===== src/rtl/branch_resolve_queue_if.sv =====
// Handshake bundle for branch_resolve_queue.
//   master : fetch/execute side (drives predictions and resolutions)
//   slave  : the queue itself
// Signals: pred_* (enqueue handshake), res_* (resolution of the oldest
// branch), upd_* / mispredict / redirect_pc (registered strobes),
// count, res_err, stat_resolved, stat_mispred (status).
interface branch_resolve_queue_if #(
  parameter int DEPTH = 4,
  parameter int XLEN  = 32
);
  localparam int CW = $clog2(DEPTH) + 1;

  logic            pred_valid;
  logic            pred_ready;
  logic [XLEN-1:0] pred_pc;
  logic            pred_taken;
  logic [XLEN-1:0] pred_target;
  logic            res_valid;
  logic            res_taken;
  logic [XLEN-1:0] res_target;
  logic            upd_valid;
  logic [XLEN-1:0] upd_pc;
  logic            upd_taken;
  logic            mispredict;
  logic [XLEN-1:0] redirect_pc;
  logic [CW-1:0]   count;
  logic            res_err;
  logic [15:0]     stat_resolved;
  logic [15:0]     stat_mispred;

  modport master (
    output pred_valid, pred_pc, pred_taken, pred_target,
           res_valid, res_taken, res_target,
    input  pred_ready, upd_valid, upd_pc, upd_taken, mispredict,
           redirect_pc, count, res_err, stat_resolved, stat_mispred
  );

  modport slave (
    input  pred_valid, pred_pc, pred_taken, pred_target,
           res_valid, res_taken, res_target,
    output pred_ready, upd_valid, upd_pc, upd_taken, mispredict,
           redirect_pc, count, res_err, stat_resolved, stat_mispred
  );
endinterface


===== src/rtl/branch_resolve_queue.sv =====
// Branch resolve queue: holds in-flight predicted branches in order, checks
// each against its resolution from execute, emits a predictor-update strobe
// and, on a wrong prediction, a flush/redirect strobe.
// Ports:
//   clk      : clock, rising edge
//   reset_n  : asynchronous reset, active HIGH (legacy name)
//   bus      : branch_resolve_queue_if.slave (see interface file)
// Optional feature macro: BRQ_STATS_EN enables the 16-bit saturating
// resolve/mispredict counters; without it both counters read 0.
module branch_resolve_queue #(
  parameter int DEPTH = 4,
  parameter int XLEN  = 32
) (
  input  logic                   clk,
  input  logic                   reset_n,
  branch_resolve_queue_if.slave  bus
);
  localparam int PW = $clog2(DEPTH);
  localparam int CW = PW + 1;

  typedef struct packed {
    logic [XLEN-1:0] pc;
    logic            taken;
    logic [XLEN-1:0] target;
  } entry_t;

  entry_t          mem_q [DEPTH];
  logic [PW-1:0]   wr_q, wr_d, rd_q, rd_d;
  logic [CW-1:0]   count_q, count_d;
  logic            upd_valid_q, upd_taken_q, mispredict_q, res_err_q;
  logic [XLEN-1:0] upd_pc_q, redirect_pc_q;

  entry_t head;
  logic   full, enq, res, mis;

  assign head = mem_q[rd_q];
  assign full = (count_q == CW'(DEPTH));
  assign bus.pred_ready = !full && !reset_n;
  assign enq  = bus.pred_valid && bus.pred_ready;
  assign res  = bus.res_valid && (count_q != '0);
  // Target only matters when both sides agree the branch was taken.
  assign mis  = res && ((bus.res_taken != head.taken) ||
                        (bus.res_taken && (bus.res_target != head.target)));

  always_comb begin
    wr_d    = wr_q;
    rd_d    = rd_q;
    count_d = count_q;
    if (mis) begin
      // Flush everything younger; a same-cycle enqueue is on the wrong path.
      rd_d    = wr_q;
      count_d = '0;
    end else begin
      wr_d    = wr_q + PW'(enq);
      rd_d    = rd_q + PW'(res);
      count_d = count_q + CW'(enq) - CW'(res);
    end
  end

  // Entry storage needs no reset: only slots between rd and wr are ever read.
  always_ff @(posedge clk) begin
    if (enq && !mis) mem_q[wr_q] <= '{pc: bus.pred_pc, taken: bus.pred_taken,
                                     target: bus.pred_target};
  end

  always_ff @(posedge clk or posedge reset_n) begin
    if (reset_n) begin
      wr_q          <= '0;
      rd_q          <= '0;
      count_q       <= '0;
      upd_valid_q   <= 1'b0;
      upd_pc_q      <= '0;
      upd_taken_q   <= 1'b0;
      mispredict_q  <= 1'b0;
      redirect_pc_q <= '0;
      res_err_q     <= 1'b0;
    end else begin
      wr_q         <= wr_d;
      rd_q         <= rd_d;
      count_q      <= count_d;
      upd_valid_q  <= res;
      mispredict_q <= mis;
      if (res) begin
        upd_pc_q      <= head.pc;
        upd_taken_q   <= bus.res_taken;
        redirect_pc_q <= bus.res_taken ? bus.res_target : head.pc + XLEN'(4);
      end
      if (bus.res_valid && (count_q == '0)) res_err_q <= 1'b1;
    end
  end

  assign bus.upd_valid   = upd_valid_q;
  assign bus.upd_pc      = upd_pc_q;
  assign bus.upd_taken   = upd_taken_q;
  assign bus.mispredict  = mispredict_q;
  assign bus.redirect_pc = redirect_pc_q;
  assign bus.count       = count_q;
  assign bus.res_err     = res_err_q;

`ifdef BRQ_STATS_EN
  logic [15:0] stat_res_q, stat_mis_q;

  always_ff @(posedge clk or posedge reset_n) begin
    if (reset_n) begin
      stat_res_q <= '0;
      stat_mis_q <= '0;
    end else begin
      if (res && (stat_res_q != 16'hFFFF)) stat_res_q <= stat_res_q + 16'd1;
      if (mis && (stat_mis_q != 16'hFFFF)) stat_mis_q <= stat_mis_q + 16'd1;
    end
  end

  assign bus.stat_resolved = stat_res_q;
  assign bus.stat_mispred  = stat_mis_q;
`else
  assign bus.stat_resolved = '0;
  assign bus.stat_mispred  = '0;
`endif
endmodule

===== src/flat_wrapper.sv =====
// flat-port wrapper written by rule: the top's interface ports become plain ports
module branch_resolve_queue_flat 
#(
  parameter int DEPTH = 4,
  parameter int XLEN  = 32
)
  (clk, reset_n, bus_pred_valid, bus_pred_pc, bus_pred_taken, bus_pred_target, bus_res_valid, bus_res_taken, bus_res_target, bus_pred_ready, bus_upd_valid, bus_upd_pc, bus_upd_taken, bus_mispredict, bus_redirect_pc, bus_count, bus_res_err, bus_stat_resolved, bus_stat_mispred);
  branch_resolve_queue_if #(.DEPTH(DEPTH), .XLEN(XLEN)) bus_i ();
  input  logic clk;
  input  logic reset_n;
  input wire logic [$bits(bus_i.pred_valid)-1:0] bus_pred_valid;
  input wire logic [$bits(bus_i.pred_pc)-1:0] bus_pred_pc;
  input wire logic [$bits(bus_i.pred_taken)-1:0] bus_pred_taken;
  input wire logic [$bits(bus_i.pred_target)-1:0] bus_pred_target;
  input wire logic [$bits(bus_i.res_valid)-1:0] bus_res_valid;
  input wire logic [$bits(bus_i.res_taken)-1:0] bus_res_taken;
  input wire logic [$bits(bus_i.res_target)-1:0] bus_res_target;
  output wire logic [$bits(bus_i.pred_ready)-1:0] bus_pred_ready;
  output wire logic [$bits(bus_i.upd_valid)-1:0] bus_upd_valid;
  output wire logic [$bits(bus_i.upd_pc)-1:0] bus_upd_pc;
  output wire logic [$bits(bus_i.upd_taken)-1:0] bus_upd_taken;
  output wire logic [$bits(bus_i.mispredict)-1:0] bus_mispredict;
  output wire logic [$bits(bus_i.redirect_pc)-1:0] bus_redirect_pc;
  output wire logic [$bits(bus_i.count)-1:0] bus_count;
  output wire logic [$bits(bus_i.res_err)-1:0] bus_res_err;
  output wire logic [$bits(bus_i.stat_resolved)-1:0] bus_stat_resolved;
  output wire logic [$bits(bus_i.stat_mispred)-1:0] bus_stat_mispred;
  assign bus_i.pred_valid = bus_pred_valid;
  assign bus_i.pred_pc = bus_pred_pc;
  assign bus_i.pred_taken = bus_pred_taken;
  assign bus_i.pred_target = bus_pred_target;
  assign bus_i.res_valid = bus_res_valid;
  assign bus_i.res_taken = bus_res_taken;
  assign bus_i.res_target = bus_res_target;
  assign bus_pred_ready = bus_i.pred_ready;
  assign bus_upd_valid = bus_i.upd_valid;
  assign bus_upd_pc = bus_i.upd_pc;
  assign bus_upd_taken = bus_i.upd_taken;
  assign bus_mispredict = bus_i.mispredict;
  assign bus_redirect_pc = bus_i.redirect_pc;
  assign bus_count = bus_i.count;
  assign bus_res_err = bus_i.res_err;
  assign bus_stat_resolved = bus_i.stat_resolved;
  assign bus_stat_mispred = bus_i.stat_mispred;
  branch_resolve_queue #(.DEPTH(DEPTH), .XLEN(XLEN)) u_core (.clk(clk), .reset_n(reset_n), .bus(bus_i));
endmodule

===== config.mk =====
export PLATFORM = sky130hd
export DESIGN_NAME = branch_resolve_queue_flat
export DESIGN_NICKNAME = d
export VERILOG_FILES = /design/src/rtl/branch_resolve_queue_if.sv /design/src/rtl/branch_resolve_queue.sv /design/src/flat_wrapper.sv
export SDC_FILE = /design/constraint.sdc
export NUM_CORES = 1
export LEC_CHECK = 0
export CORE_MARGIN = 3
export CORE_UTILIZATION = 37
export CTS_CLUSTER_SIZE = 16
export DETAILED_ROUTE_END_ITERATION = 8
export GPL_ROUTABILITY_DRIVEN = 1
export GPL_TIMING_DRIVEN = 0
export SETUP_SLACK_MARGIN = 0.3
export SYNTH_ARGS = -nofsm -noshare
export SYNTH_HDL_FRONTEND = slang
export SYNTH_SLANG_ARGS = --single-unit

===== constraint.sdc =====
create_clock -name clk -period 8.9 [get_ports clk]
set_clock_uncertainty 0.15 [all_clocks]
set_input_delay 0.89 -clock clk [delete_from_list [all_inputs] [get_ports clk]]
set_output_delay 0.89 -clock clk [all_outputs]
set_load 0.05 [all_outputs]

==> out/results.ini, run 1 <==
[run_status]
status=finished, final reports clean

[sta]
fmax_mhz=210
fin_setup_tns_ns=0
report.final.hold_viol_count=0
fin_crit_sh_pct=53.4
whs_ns=0.308
period_needed_ns=4.75
setup_viol=0
worstMarginPinSlew_ns=0.847
rsz0062_at_grt=false
drv_slew=0
relSlewSlack_pct=43.5

[routing]
drtIter0Drc=390
wl_um=35600
ant_nets=0
wl_per_cell_um=22.2
drc=0
drtPass1Iterations=4
vias=8048
via_per_inst=5.00

[clocking]
cts_setup_buffers=0
clock_latency_ns=0.51
htree_levels=2
clockBufferDepth=3
cts_resized=0
clkSinkCount=335
cts_root_buffer=clkbuf_16
clk_pin_slew_ns=0.06
cts_tree=built
cts_buffers=37
holdBufCountCts=0

[logic_synthesis]
ys_seq_elements=335
synth_edf_count=260
ys_seq_area_share_pct=69.7
async_flop_share_pct=22.4
yosys_warnings=0
ys.flop_type=edfxtp_1
synth_cell_types=54
syn_avg_cell_area_um2=16.2
syn-instance-count=858
netlist_area_mm2=0.0139

[floorplan]
dieHeight_um=200
start_util_pct=37.8
top_level_ports=206
die_x_um=200
die_area_mm2=0.0399
core_mm2=0.0368
fp-row-count=70

[global_routing]
grt_max_degree=66
track_usage_pct=17.9
grt_pass1_vias=8240
antenna_found_initial=5
overflow=0
grt_pass1_wl_um=52700

[place]
portBuffers=172
dp.final_hpwl_um=25800
finalWeightedCongestion=0.808
dp.cells=1539

[flow_run]
drv_cap=0

[cells_and_area]
instances_no_fill=1608
drive_above_1_share_pct=17.0
final_nets=1218
fill_cells=3230
areaGrowthSynthToFinish_pct=26.9

[worst_setup_path]
r2r_slack_ns=4.15
path_max_fanout=13
slowest_delay_ns=0.67
worstPathRequired_ns=8.96
crit_chain=buf_6, buf_6, mux4_2, xor2_1, nor4_1, nand4_2, o21ai_4, inv_2, nor4b_4, buf_6, buf_6, buf_6
endpoint_kind=register
worstPathArrival_ns=4.81
slowest_stage=nor4b_4
cp_common_cell=buf_6
start_kind=register
r2r_cells=12
criticalPathCategory=register to register

[min_path]
min_path_type=register to register
worst_hold_path.num_cells=1

[pwr]
cellPowerDensity_mw_per_mm2=333
power_leakage_uw=0.00647
peakVddDrop_uv=245

-- layout by cell type (no fill, tap or decap), drive strengths merged, types with 14 or more instances in the layout --
cell | netlist | routed
buf | 50 | 60
clkbuf | 17 | 70
clkdlybuf4s50 | 0 | 172
clkinv | 1 | 14
conb | 1 | 32
dfrtp | 75 | 75
edfxtp | 260 | 260
mux2i | 32 | 32
mux4 | 58 | 58
nand2 | 146 | 146
nand3 | 19 | 19
nor2 | 20 | 20
o21ai | 30 | 30
xnor2 | 35 | 35
xor2 | 24 | 24
-- routing by layer --
| metal | GRT usage [%] | up-vias | share of wire, % |
|---|---|---|---|
| met5 | 0 | - | 0.18 |
| met4 | 3.20 | 8 | 1.3 |
| met3 | 4.72 | 44 | 7.2 |
| met2 | 28.5 | 259 | 46 |
| met1 | 25.5 | 4065 | 45 |
| li1 | - | 3672 | - |
-- metrics by stage --
| stage | worst slack [ns] | utilization (%) | area, um2 | total power (uW) |
|---|---|---|---|---|
| 2_1_floorplan | 2.44 | - | 14000 | 3730 |
| 3_3_place_gp | -1.78 | 44.4 | 16300 | 4490 |
| 3_5_place_dp | 3.77 | 44.9 | 16500 | 4520 |
| 4_1_cts | 4.05 | 48.0 | 17600 | 5950 |
| 5_1_grt | 3.87 | 48.0 | 17600 | 6190 |
| 6_report | 4.15 | 48.0 | 17600 | 5890 |
-- cell type report --
type / count / area (um2) / share of cell area (%)
plain buffers: 67 / 454 / 2.57
diodes: 2 / 5.00 / 0.0284
clock buffers: 53 / 1050 / 5.94
well taps: 468 / 586 / 3.32
inverters: 12 / 47.5 / 0.269
flip-flops and latches: 335 / 9680 / 54.9
repair buffers: 182 / 1890 / 10.7
multi-input cells: 475 / 3860 / 21.9
clock inverters: 14 / 71.3 / 0.404
-- cells by family after synthesis --
kind of cell	Yosys count	synth area share, %
compound gates	63	2.96
other cells	1	0.0270
mux	94	12.0
simple gates	221	7.41
xor+xnor	59	3.72
fa+ha+maj	6	0.594
buf+inv	79	3.59
flops	335	69.7
-- where the power goes --
group	switching [uW]	total (uW)	internal, uW
clock network	595	1420	821
logic	1490	2360	877
registers	138	2110	1970
total	2220	5890	3670
-- sequential cells by signal, indices dropped and copies added (netlist names) --
signal,count
u_core.bus.count,3
u_core.mem_q,260
u_core.wr_q,2
u_core.rd_q,2
u_core.bus.mispredict,1
u_core.bus.res_err,1
u_core.bus.upd_valid,1
u_core.bus.upd_pc,32
u_core.bus.redirect_pc,32
u_core.bus.upd_taken,1
-- cells in the mapped netlist (3+ instances only) --
library cell	n	area share, %
edfxtp_1	260	56
nand2b_1	4	0.18
nand2_1	145	3.9
buf_4	34	1.8
nand4_1	8	0.36
a21oi_1	12	0.43
mux4_2	58	9.4
nor2_1	20	0.54
mux2_2	3	0.24
and2_1	4	0.18
nand4_2	3	0.27
buf_2	8	0.29
ha_1	5	0.45
mux2i_1	32	2.3
dfrtp_1	75	13
nor4_1	3	0.14
xnor2_1	35	2.2
buf_6	5	0.40
o21ai_0	16	0.58
inv_1	10	0.27
clkbuf_1	17	0.46
o211ai_1	9	0.49
o21ai_1	13	0.47
xor2_1	24	1.5
nand3_1	18	0.65
-- final timing paths --
kind / start / end
max: u_core.rd_q[0]$_DFF_PP0_ / u_core.mem_q[0][41]$_DFFE_PP_
min: u_core.bus.res_err$_DFFE_PP0P_ / u_core.bus.res_err$_DFFE_PP0P_
max reg2reg: u_core.rd_q[0]$_DFF_PP0_ / u_core.mem_q[0][41]$_DFFE_PP_
min reg2reg: u_core.bus.res_err$_DFFE_PP0P_ / u_core.bus.res_err$_DFFE_PP0P_
max in group asynchronous: reset_n / u_core.bus.upd_pc[8]$_DFFE_PP0P_
min in group asynchronous: reset_n / u_core.bus.count[1]$_DFF_PP0_
-- worst max-delay path: cells and delay by family, from the launching register on --
family,cells,cell delay (ns)
AOI/OAI and AO/OA,1,0.31
DFF,1,0.37
xor gates and xnor gates,1,0.16
buffers and inverters,6,1.21
muxes,1,0.56
and+or+nand+nor,3,1.66
(Power assumes the default switching activity.)
==> run 2: changes to the inputs <==
==> constraint.sdc (replaced) <==
create_clock -name clk -period 3.9 [get_ports clk]
set_clock_uncertainty 0.15 [all_clocks]
set_input_delay 0.39 -clock clk [delete_from_list [all_inputs] [get_ports clk]]
set_output_delay 0.39 -clock clk [all_outputs]
set_load 0.05 [all_outputs]
==> run 2 against run 1 <==
Core utilization is 3.3 points higher. Cell area up 6.9%. Largest power group unchanged. Highest routed layer unchanged. Largest cell class unchanged. Non-clock buffer count increased by 63. Global-route usage increased by 1.0 points. Worst setup slack got worse by 4.0 ns. Power rose by 140%. Wire length is 8.4% higher. Critical path depth is 2 higher. Sequential cell count unchanged. First-iteration DRC count increased by 53%. Sequential share of layout area fell by 3.6 points. Clock power up 150%.
==> out/results.ini, run 2 (synthesis results as in run 1) <==
[worst_setup_path]
worst-path-buf-inv=8  ; was 6
worstPathRequired_ns=3.98  ; was 8.96 ns
endpoint_kind=register  ; unchanged
criticalPathCategory=register to register  ; unchanged
worstPathArrival_ns=3.86  ; was 4.81 ns
slowest_delay_ns=0.55  ; was 0.67 ns
r2r-start=u_core.rd_q[0]$_DFF_PP0_  ; unchanged
path_delay_family=buffers and inverters  ; was simple AND/OR/NAND/NOR gates
start_kind=register  ; unchanged
r2r_cells=14  ; was 12
worst-path-stages=14  ; was 12
rr_endpoint=u_core.mem_q[2][9]$_DFFE_PP_  ; was u_core.mem_q[0][41]$_DFFE_PP_
path_max_fanout=8  ; was 13
crit_chain=buf_6, buf_12, buf_16, mux4_2, a32o_2, a2111oi_4, nand4_2, o21ai_4, buf_6, buf_6, buf_6, and4b_4, buf_12, clkbuf_16  ; was buf_6, buf_6, mux4_2, xor2_1, nor4_1, nand4_2, o21ai_4, inv_2, nor4b_4, buf_6, buf_6, buf_6
slowest_stage=mux4_2  ; was nor4b_4
cp-endpoint=u_core.mem_q[2][9]$_DFFE_PP_  ; was u_core.mem_q[0][41]$_DFFE_PP_
crit_path_start=u_core.rd_q[0]$_DFF_PP0_  ; unchanged
cp_common_cell=buf_6  ; unchanged
r2r_slack_ns=0.12  ; was 4.15 ns

[sta]
setup_viol=0  ; unchanged
period_needed_ns=3.78  ; was 4.75 ns
relSlewSlack_pct=48.9  ; was 43.5%
report.final.hold_viol_count=0  ; unchanged
rsz0062_at_grt=true  ; was false
whs_ns=0.0266  ; was 0.308 ns
fin_setup_tns_ns=0  ; unchanged
drv_slew=0  ; unchanged
fmax_mhz=264  ; was 210 MHz
fin_crit_sh_pct=97.0  ; was 53.4%
worstMarginPinSlew_ns=0.767  ; was 0.847 ns

[routing]
vias=8418  ; was 8048
wl_um=38600  ; was 35600 um
via_per_inst=5.03  ; was 5.00
drtIter0Drc=598  ; was 390
drtPass1Iterations=5  ; was 4
wl_per_cell_um=23.1  ; was 22.2 um
drc=0  ; unchanged
ant_nets=0  ; unchanged

[clocking]
cts_buffers=37  ; unchanged
holdBufCountCts=0  ; unchanged
clockBufferDepth=3  ; unchanged
cts_tree=built  ; unchanged
clock_latency_ns=0.52  ; was 0.51 ns
htree_levels=2  ; unchanged
cts_root_buffer=clkbuf_16  ; unchanged
clk_pin_slew_ns=0.06  ; about the same
clkSinkCount=335  ; unchanged

[global_routing]
grt_pass1_wl_um=55000  ; was 52700 um
overflow=0  ; unchanged
track_usage_pct=18.9  ; was 17.9%
grt_pass1_vias=8411  ; was 8240
grt_max_degree=66  ; unchanged
antenna_found_initial=5  ; unchanged

[floorplan]
core_mm2=0.0368  ; unchanged
start_util_pct=37.8  ; unchanged
fp-row-count=70  ; unchanged
top_level_ports=206  ; unchanged
die_x_um=200  ; unchanged
die_area_mm2=0.0399  ; unchanged
dieHeight_um=200  ; unchanged

[pwr]
power_leakage_uw=0.00702  ; was 0.00647 uW
p_sw_share_pct=37.0  ; was 37.7%
power_uw=14300  ; was 5890 uW
cellPowerDensity_mw_per_mm2=760  ; was 333 mW/mm2
p_sw_uw=5310  ; was 2220 uW
internal_power_uw=9040  ; was 3670 uW
peakVddDrop_uv=530  ; was 245 uV
seq_power_share_pct=33.6  ; was 35.8%
combPwrFrac_pct=42.0  ; was 40.1%
p_clk_share_pct=24.4  ; was 24.1%

[cells_and_area]
final_cell_mix=edfxtp_1 (260), clkdlybuf4s50_1 (172), nand2_1 (145)  ; unchanged
final_nets=1283  ; was 1218
utilization_pct=51.3  ; was 48.0%
areaGrowthSynthToFinish_pct=35.7  ; was 26.9%
fin_area_mm2=0.0189  ; was 0.0176 mm2
largest_register_ffs=260  ; unchanged
max_flop_register=u_core.mem_q  ; unchanged
layout_commonest_cell=edfxtp_1  ; unchanged
drive_above_1_share_pct=22.5  ; was 17.0%

[place]
dp.final_hpwl_um=25300  ; was 25800 um
finalWeightedCongestion=0.809  ; was 0.808
portBuffers=172  ; unchanged
postPlaceCellArea_mm2=0.0166  ; was 0.0165 mm2

[flow_run]
drv_cap=0  ; unchanged

[min_path]
min_path_type=primary input to async pin  ; was register to register

[run_status]
status=finished, final reports clean  ; unchanged

[run 2: cell types whose count changed in the layout (fill, tap and decap cells not counted), sizes merged]
cell	change
diode	+1
bufinv	+4
clkbuf	-2
buf	+59
and4b	+2
clkinvlp	+2
[run 2: cell type report]
cell class              instances  area (um2)
plain buffers                  67         489
inverters                      12        53.8
diodes                          3        7.51
multi-input cells             477        3980
fillers                      3102       17900
clock inverters                20         198
flip-flops and latches        335        9680
repair buffers                245        2850
well taps                     468         586
clock buffers                  47        1030
[run 2: worst min-delay path by stage]
stage,start,cells past startpoint,slack (ns),endpoint
floorplan,bus_pred_target[0],0,0.34,u_core.mem_q[0][0]$_DFFE_PP_
global placement,u_core.bus.res_err$_DFFE_PP0P_,1,0.29,u_core.bus.res_err$_DFFE_PP0P_
detailed placement,u_core.bus.res_err$_DFFE_PP0P_,1,0.31,u_core.bus.res_err$_DFFE_PP0P_
CTS,reset_n,2,0.01,u_core.bus.count[1]$_DFF_PP0_
global route,reset_n,2,0.03,u_core.wr_q[0]$_DFFE_PP0N_
finish,reset_n,2,0.03,u_core.bus.count[1]$_DFF_PP0_
[run 2: what timing repair did]
| action | CTS | global route |
|---|---|---|
| setup endpoints to repair | 262 | 197 |
| hold endpoints to repair | 0 | 0 |
| setup buffers | 32 | 15 |
| cloned | 7 | 10 |
| pin swaps | 10 | 6 |
| gates resized for setup | 49 | 13 |
[run 2: power groups by stage]
stage / Combinational, uW / Clock [uW] / Sequential [uW]
final: 6030 / 3500 / 4820
after global routing: 6440 / 3720 / 4880
after CTS: 5880 / 3580 / 4820
after detailed placement: 5470 / 0 / 4870
after global placement: 5380 / 0 / 4890
after floorplan: 2490 / 0 / 6030
[run 2: stage by stage]
stage                     setup slack, ns  cells
final                               0.115   1674
after floorplan                    -0.916    889
after global placement              -3.51   1529
after CTS                           0.171   1646
after global routing               0.0296   1671
after detailed placement           -0.733   1540
[run 2: layer usage]
layer	wire, um	vias to the layer above	GRT usage, %
met5	41	-	0
met4	612	6	3.93
met3	2870	51	4.57
met2	18200	293	30.1
met1	16900	4263	26.9
li1	-	3805	-
